## src/rtl/pwm_duty_ramp_pkg.sv

```systemverilog
// pwm_pkg: shared state encoding and default widths for the PWM block family
package pwm_pkg;
    localparam int PWM_R = 8;
    localparam int PWM_PRESC_W = 16;
    typedef enum logic [1:0] {IDLE, UP, DOWN} state_e;
endpackage

```

## src/rtl/pwm_duty_ramp_if.sv

```systemverilog
// pwm_duty_ramp_if: target/step/rate offer with valid/ready handshake
interface pwm_duty_ramp_if #(parameter int R = 8, parameter int PRESC_W = 16);
    logic               tgt_valid;
    logic               tgt_ready;
    logic [R-1:0]       target;
    logic [R-1:0]       step;
    logic [PRESC_W-1:0] rate;
    modport master(output tgt_valid, target, step, rate, input tgt_ready);
    modport slave(input tgt_valid, target, step, rate, output tgt_ready);
endinterface

```

## src/rtl/pwm_period_counter.sv

```systemverilog
// pwm_period_counter: free-running R-bit PWM period counter with wrap and start decodes
module pwm_period_counter #(parameter int R = 8) (
    input  logic         clk,
    input  logic         reset,
    output logic [R-1:0] pcnt,
    output logic         wrap,
    output logic         period_start
);
    logic [R-1:0] pcnt_q;
    always_ff @(posedge clk or posedge reset)
        if (reset) pcnt_q <= '0;
        else       pcnt_q <= pcnt_q + 1'b1;
    assign pcnt         = pcnt_q;
    assign wrap         = &pcnt_q;
    assign period_start = pcnt_q == '0;
endmodule

```

## src/rtl/pwm_duty_ramp.sv

```systemverilog
// pwm_duty_ramp: slews duty toward an accepted target, one step per (rate+1) PWM periods
module pwm_duty_ramp
    import pwm_pkg::*;
#(
    parameter int R       = PWM_R,
    parameter int PRESC_W = PWM_PRESC_W
) (
    input  logic          clk,
    input  logic          reset,
    pwm_duty_ramp_if.slave tgt,
    output logic [R-1:0]  duty,
    output logic          busy,
    output logic          done,
    output logic          period_start
);
    state_e             state_q, state_d;
    logic [R-1:0]       duty_q, duty_d, tgt_q, tgt_d, step_q, step_d;
    logic [PRESC_W-1:0] rate_q, rate_d, rcnt_q, rcnt_d;
    logic               done_q, done_d, wrap, accept;
    logic [R:0]         sum;
    logic signed [R:0]  diff;
    logic [R-1:0]       up_nxt, dn_nxt;

    pwm_period_counter #(.R(R)) u_pcnt (
        .clk(clk), .reset(reset), .pcnt(), .wrap(wrap), .period_start(period_start)
    );

    assign accept        = tgt.tgt_valid && tgt.tgt_ready;
    assign tgt.tgt_ready = state_q == IDLE;
    assign busy          = state_q != IDLE;
    assign duty          = duty_q;
    assign done          = done_q;
    // R+1-bit arithmetic so the clamp sees carries/borrows instead of wrapping
    assign sum    = {1'b0, duty_q} + {1'b0, step_q};
    assign diff   = $signed({1'b0, duty_q}) - $signed({1'b0, step_q});
    assign up_nxt = sum > {1'b0, tgt_q} ? tgt_q : sum[R-1:0];
    assign dn_nxt = diff < $signed({1'b0, tgt_q}) ? tgt_q : diff[R-1:0];

    always_comb begin
        state_d = state_q;
        duty_d  = duty_q;
        tgt_d   = tgt_q;
        step_d  = step_q;
        rate_d  = rate_q;
        rcnt_d  = rcnt_q;
        done_d  = 1'b0;
        if (accept) begin
            tgt_d   = tgt.target;
            step_d  = tgt.step == '0 ? R'(1) : tgt.step;
            rate_d  = tgt.rate;
            rcnt_d  = tgt.rate;
            state_d = tgt.target > duty_q ? UP : tgt.target < duty_q ? DOWN : IDLE;
            done_d  = tgt.target == duty_q;
        end else if (state_q != IDLE && wrap) begin
            if (rcnt_q == '0) begin
                duty_d = state_q == UP ? up_nxt : dn_nxt;
                rcnt_d = rate_q;
                if (duty_d == tgt_q) begin
                    state_d = IDLE;
                    done_d  = 1'b1;
                end
            end else begin
                rcnt_d = rcnt_q - PRESC_W'(1);
            end
        end
    end

    always_ff @(posedge clk or posedge reset) begin
        if (reset) begin
            state_q <= IDLE;
            duty_q  <= '0;
            tgt_q   <= '0;
            step_q  <= '0;
            rate_q  <= '0;
            rcnt_q  <= '0;
            done_q  <= 1'b0;
        end else begin
            state_q <= state_d;
            duty_q  <= duty_d;
            tgt_q   <= tgt_d;
            step_q  <= step_d;
            rate_q  <= rate_d;
            rcnt_q  <= rcnt_d;
            done_q  <= done_d;
        end
    end
endmodule

```

## src/flat_wrapper.sv

```systemverilog
// flat-port wrapper written by rule: the top's interface ports become plain ports
module pwm_duty_ramp_flat import pwm_pkg::*;
#(
    parameter int R       = PWM_R,
    parameter int PRESC_W = PWM_PRESC_W
)
  (clk, reset, duty, busy, done, period_start, tgt_tgt_valid, tgt_target, tgt_step, tgt_rate, tgt_tgt_ready);
  pwm_duty_ramp_if #(.R(R), .PRESC_W(PRESC_W)) tgt_i ();
  input  logic clk;
  input  logic reset;
  output logic [R-1:0] duty;
  output logic busy;
  output logic done;
  output logic period_start;
  input wire logic [$bits(tgt_i.tgt_valid)-1:0] tgt_tgt_valid;
  input wire logic [$bits(tgt_i.target)-1:0] tgt_target;
  input wire logic [$bits(tgt_i.step)-1:0] tgt_step;
  input wire logic [$bits(tgt_i.rate)-1:0] tgt_rate;
  output wire logic [$bits(tgt_i.tgt_ready)-1:0] tgt_tgt_ready;
  assign tgt_i.tgt_valid = tgt_tgt_valid;
  assign tgt_i.target = tgt_target;
  assign tgt_i.step = tgt_step;
  assign tgt_i.rate = tgt_rate;
  assign tgt_tgt_ready = tgt_i.tgt_ready;
  pwm_duty_ramp #(.R(R), .PRESC_W(PRESC_W)) u_core (.clk(clk), .reset(reset), .tgt(tgt_i), .duty(duty), .busy(busy), .done(done), .period_start(period_start));
endmodule
```

## config.mk

```make
export PLATFORM = sky130hd
export DESIGN_NAME = pwm_duty_ramp_flat
export DESIGN_NICKNAME = d
export VERILOG_FILES = /design/src/rtl/pwm_duty_ramp_pkg.sv /design/src/rtl/pwm_duty_ramp_if.sv /design/src/rtl/pwm_period_counter.sv /design/src/rtl/pwm_duty_ramp.sv /design/src/flat_wrapper.sv
export SDC_FILE = /design/constraint.sdc
export NUM_CORES = 1
export LEC_CHECK = 0
export ABC_AREA = 1
export CAP_MARGIN = 15
export CORE_UTILIZATION = 40
export DETAILED_ROUTE_END_ITERATION = 16
export HOLD_SLACK_MARGIN = 0.03
export MAX_ROUTING_LAYER = met4
export PLACE_DENSITY_LB_ADDON = 0.15
export SETUP_SLACK_MARGIN = 0.3
export SLEW_MARGIN = 10
export SYNTH_ARGS = -nofsm -noshare
export SYNTH_HDL_FRONTEND = slang
export SYNTH_SLANG_ARGS = --single-unit
```

## constraint.sdc

```tcl
create_clock -name clk -period 3.9 [get_ports clk]
set_clock_uncertainty 0.05 [all_clocks]
set_input_delay 0.585 -clock clk [delete_from_list [all_inputs] [get_ports clk]]
set_output_delay 0.585 -clock clk [all_outputs]
set_load 0.05 [all_outputs]
```

==> impl.org <==
** Drt
- Average vias per placed instance :: 5.19
- In this run the remaining antenna-violating nets after routing total 0.
- DRC violation total after the first TritonRoute iteration :: 293
- The detailed router placed 4483 vias in this run.
- After detailed routing, the number of remaining DRC violations is 0.
- Average wire per standard cell :: 15.1 um
- Number of iterations in the first detailed-routing pass :: 5
- The final layout contains routed wiring with a total length of 13.1 mm.

** Synthesis
- Of the total synthesized cell area, the portion taken by XOR and XNOR cells is 5.12%.
- Fraction of registers with async set or reset after synthesis :: 100%
- Number of enable flip-flop cells after synthesis :: 0
- Synth Area per Inst :: 7.41 um2
- Share of the synthesized area in compound gates (AO/OA/AOI/OAI) :: 11.4%
- Counting every instance in the synthesized netlist gives 646.
- Synth cell types :: 39
- Cell area after technology mapping :: 4790 um2
- Of the total synthesized cell area, the portion taken by AND, OR, NAND and NOR gates is 28.3%.
- Synth warn :: 0
- Share of synthesized area spent on multiplexers :: 0.235%
- The number of nets in the synthesized netlist is 726.
- Sequential elements use 35.0% of the synthesized area.
- Most used flip-flop cell after synthesis :: dfrtp_1
- After synthesis the netlist holds a flip-flop and latch count of 67.
- Summing the areas of all fa, ha and maj instances in the mapped netlist gives 12.1% of the synthesized area.
- Combinational family with the most area after synthesis :: simple AND/OR/NAND/NOR gates

** Finish
- Final Instance Count excl. Fillers :: 863
- Ratio of cells with drive above 1 in the final layout :: 15.6%
- Number of filler instances in the final layout :: 1139
- Net count, final :: 795
- Area grow syn2layout :: 28.3%
- Once layout is done, the placed cells without fillers occupy 6140 um2.
- The repair_antennas step left the layout with diodes totalling 0.

** Global routing
- The number of antenna violations at the first check in global routing came to 0.
- The via count of the first global-routing pass is 4302.
- Global routing used 22.3% of the available tracks across all layers.
- The first global-routing pass estimated 21.1 mm of wire.
- Summed over all layers, the global routing overflow is 0.
- Largest net degree at the start of global routing :: 48

** Timing
- Setup violations remaining at the end of the flow were counted as 0.
- The number of hold-slack violations in the final timing report is 0.
- RSZ-0062 raised after global routing :: true
- Final Slew Violations :: 0
- Post-route minimum period :: 3490 ps
- For the pin with the worst max-slew slack, the measured transition is 590 ps.
- Peak clock frequency supported by timing :: 286 MHz
- Total Neg Setup Slack :: 0 ps
- Headroom to the max-slew limit :: 60.6%
- The worst path uses 89.6% of the clock period.
- Slack of the critical path :: 406 ps

** Die
- Starting utilization of the core area :: 41.4%
- The die covers 12400 um2.
- Placeable core region :: 11600 um2
- Vertical extent of the die :: 111 um
- Horiz. Die Dim :: 111 um
- I/O pins :: 47
- Std cell rows :: 39

** Critical path
- STA puts the critical path data required time at 4070 ps.
- Slowest Stage Delay on Critical Path :: 430 ps
- Crit Path Class :: reg2reg
- List of cells traversed by the critical path :: ha_4, fa_2, nand3_2, nand3_2, nand2_2, nor2_4, nor2_2, xor2_1, ha_1, a21o_1, a21oi_1, nand2_1, nand2_4, buf_6, nand3_1, nand3_1, nand3_1, nand2_1, nand3_1, nor2_1, nand2_2, nand2_1, nand2_1
- The worst setup path is launched from a flip-flop.
- Element type at the critical path end :: flip-flop
- In this run the worst path has a maximum fanout of 6.
- The slowest stage of the critical path is the dfrtp_1 cell.
- CP Data Arrival Time :: 3660 ps

** Clock tree
- Number of H-tree branching levels :: 3
- Clock latency on the worst-skew pair :: 330 ps
- The clock passes through at most 2 buffers.
- Clock tree from TritonCTS :: done
- Clock slew at reported path FFs :: 60 ps
- In this run, CTS created clock tree buffers numbering 9.
- Clock tree root buffer cell :: clkbuf_16
- CTS Sinks :: 67

** Pwr
- VDD sags by at most 0.000231 V.
- In this run the static leakage power is 0.00309 uW.
- Power per cell area :: 276 nW/um2

** Placed design
- Input and output buffers added on the ports amount to 46.
- Placement Setup Slack :: 244 ps
- Detailed-placement wirelength estimate :: 9.89 mm
- Final estimated routing congestion in global placement :: 0.968
- Including well taps, the total number of placed cells is 829.
- The placed instances occupy a cell area of 5430 um2.

** Flow run
- Across the run, the number of max-cap violations was 0.

** Hold path
- The min-delay analysis places its worst path in the category reg2reg.

** Status
- The flow ran to the end, and the final reports show no timing, DRC or antenna violations.
## per-layer routing
metal,wire length (um),part of all wire (%),global-route usage [%],vias to the layer above
met4,416,3.2,9.64,0
met3,586,4.5,2.83,26
li1,-,-,-,2250
met2,6430,49,36.6,114
met5,0,0,-,-
met1,5640,43,27.6,2093
## sequential cells by signal, indices dropped and copies added (netlist names)
signal / count
u_core.step_q: 8
u_core.rcnt_q: 16
u_core.duty: 8
u_core.tgt_q: 8
u_core.done: 1
u_core.u_pcnt.pcnt: 8
u_core.state_q: 2
u_core.rate_q: 16
## layout make-up
cell class                 count  area, um2  share of cell area (%)
tap                          143        179                    2.91
clock buffer                  11        243                    3.95
timing repair buffer          75        689                    11.2
multi-input combinational    490       2980                    48.5
sequential                    67       1680                    27.3
clock inverter                 5        100                    1.63
inverter                      72        273                    4.44
## report_power, final
group | internal, uW | switching, uW | total [uW]
combinational | 36.2 | 27.5 | 63.6
clock | 640 | 299 | 939
sequential | 696 | 0 | 696
## cell families (layout without fill, tap and decap cells)
| family | count (synthesis) | count (layout) |
|---|---|---|
| flops | 67 | 67 |
| compound gates | 94 | 94 |
| mux | 1 | 1 |
| simple gates | 319 | 322 |
| xor+xnor | 28 | 28 |
| fa+ha+maj | 45 | 45 |
| buf+inv | 92 | 163 |
## cells in the mapped netlist, types with 6 or more instances
cell / instances / area share, %
nand3_1: 61 / 6.4
xor2_1: 23 / 4.2
nor2_1: 40 / 3.1
o21ai_0: 39 / 4.1
dfrtp_1: 67 / 35
clkbuf_1: 12 / 0.94
ha_1: 43 / 11
inv_1: 68 / 5.3
o221ai_1: 6 / 1.1
a21oi_1: 32 / 3.3
nand2_1: 190 / 15
## repair_timing
action	in CTS	in global routing
setup buffers	1	14
pin swaps	0	24
resized for setup	1	60
cloned	0	3
hold buffers	0	0
setup endpoints to repair	2	4
## final timing paths
check | startpoint | endpoint | slack, ps | cells after the start
max | u_core.step_q[0] | u_core.state_q[1] | 410 | 23
max in group asynchronous | reset | u_core.duty[0] | 2480 | 3
min in group asynchronous | reset | u_core.rate_q[6] | 570 | 2
min | u_core.rate_q[2] | u_core.rate_q[2] | 420 | 2
min reg2reg | u_core.rate_q[2] | u_core.rate_q[2] | 420 | 2
max reg2reg | u_core.step_q[0] | u_core.state_q[1] | 410 | 23
## placed cells by master (no fill, tap or decap), types with 3 or more instances in the layout
cell             netlist  layout
xnor2_1                5       5
nand2_4                0       6
ha_1                  43      38
clkdlybuf4s50_1        0      46
xor2_1                23      21
ha_4                   0       4
clkbuf_16              0       9
inv_2                  2       7
nor4_1                 4       4
nand4_1                4       4
nor2_1                40      38
bufinv_16              0       3
dfrtp_1               67      65
o21ai_1                3       3
o21ai_0               39      38
nand3b_1               3       3
a21oi_1               32      31
nand2_1              190     172
nor2_2                 3       4
nand3_1               61      54
o221ai_1               6       6
buf_6                  3       3
buf_4                  1      26
nand3_2                2       9
a21boi_0               3       3
nand2_2                5      19
nor3_1                 3       3
o21bai_1               3       3
inv_1                 68      63
## per-stage QoR
step | power, uW | hold WS [ps] | util [%]
floorplan | 727 | 389 | -
global placement | 772 | 403 | 46.9
detailed placement | 773 | 407 | 46.9
CTS | 1710 | 421 | 50.0
global route | 1740 | 446 | 53.1
finish | 1700 | 421 | 53.1
## critical path, delay by kind of cell, from the launching register on
family	cells	cell delay (ps)
buf+inv	1	120
simple gates	16	1430
fa+ha+maj	3	840
flops	1	430
compound gates	2	280
xor+xnor	1	220
Power figures use the tool's default switching activity.
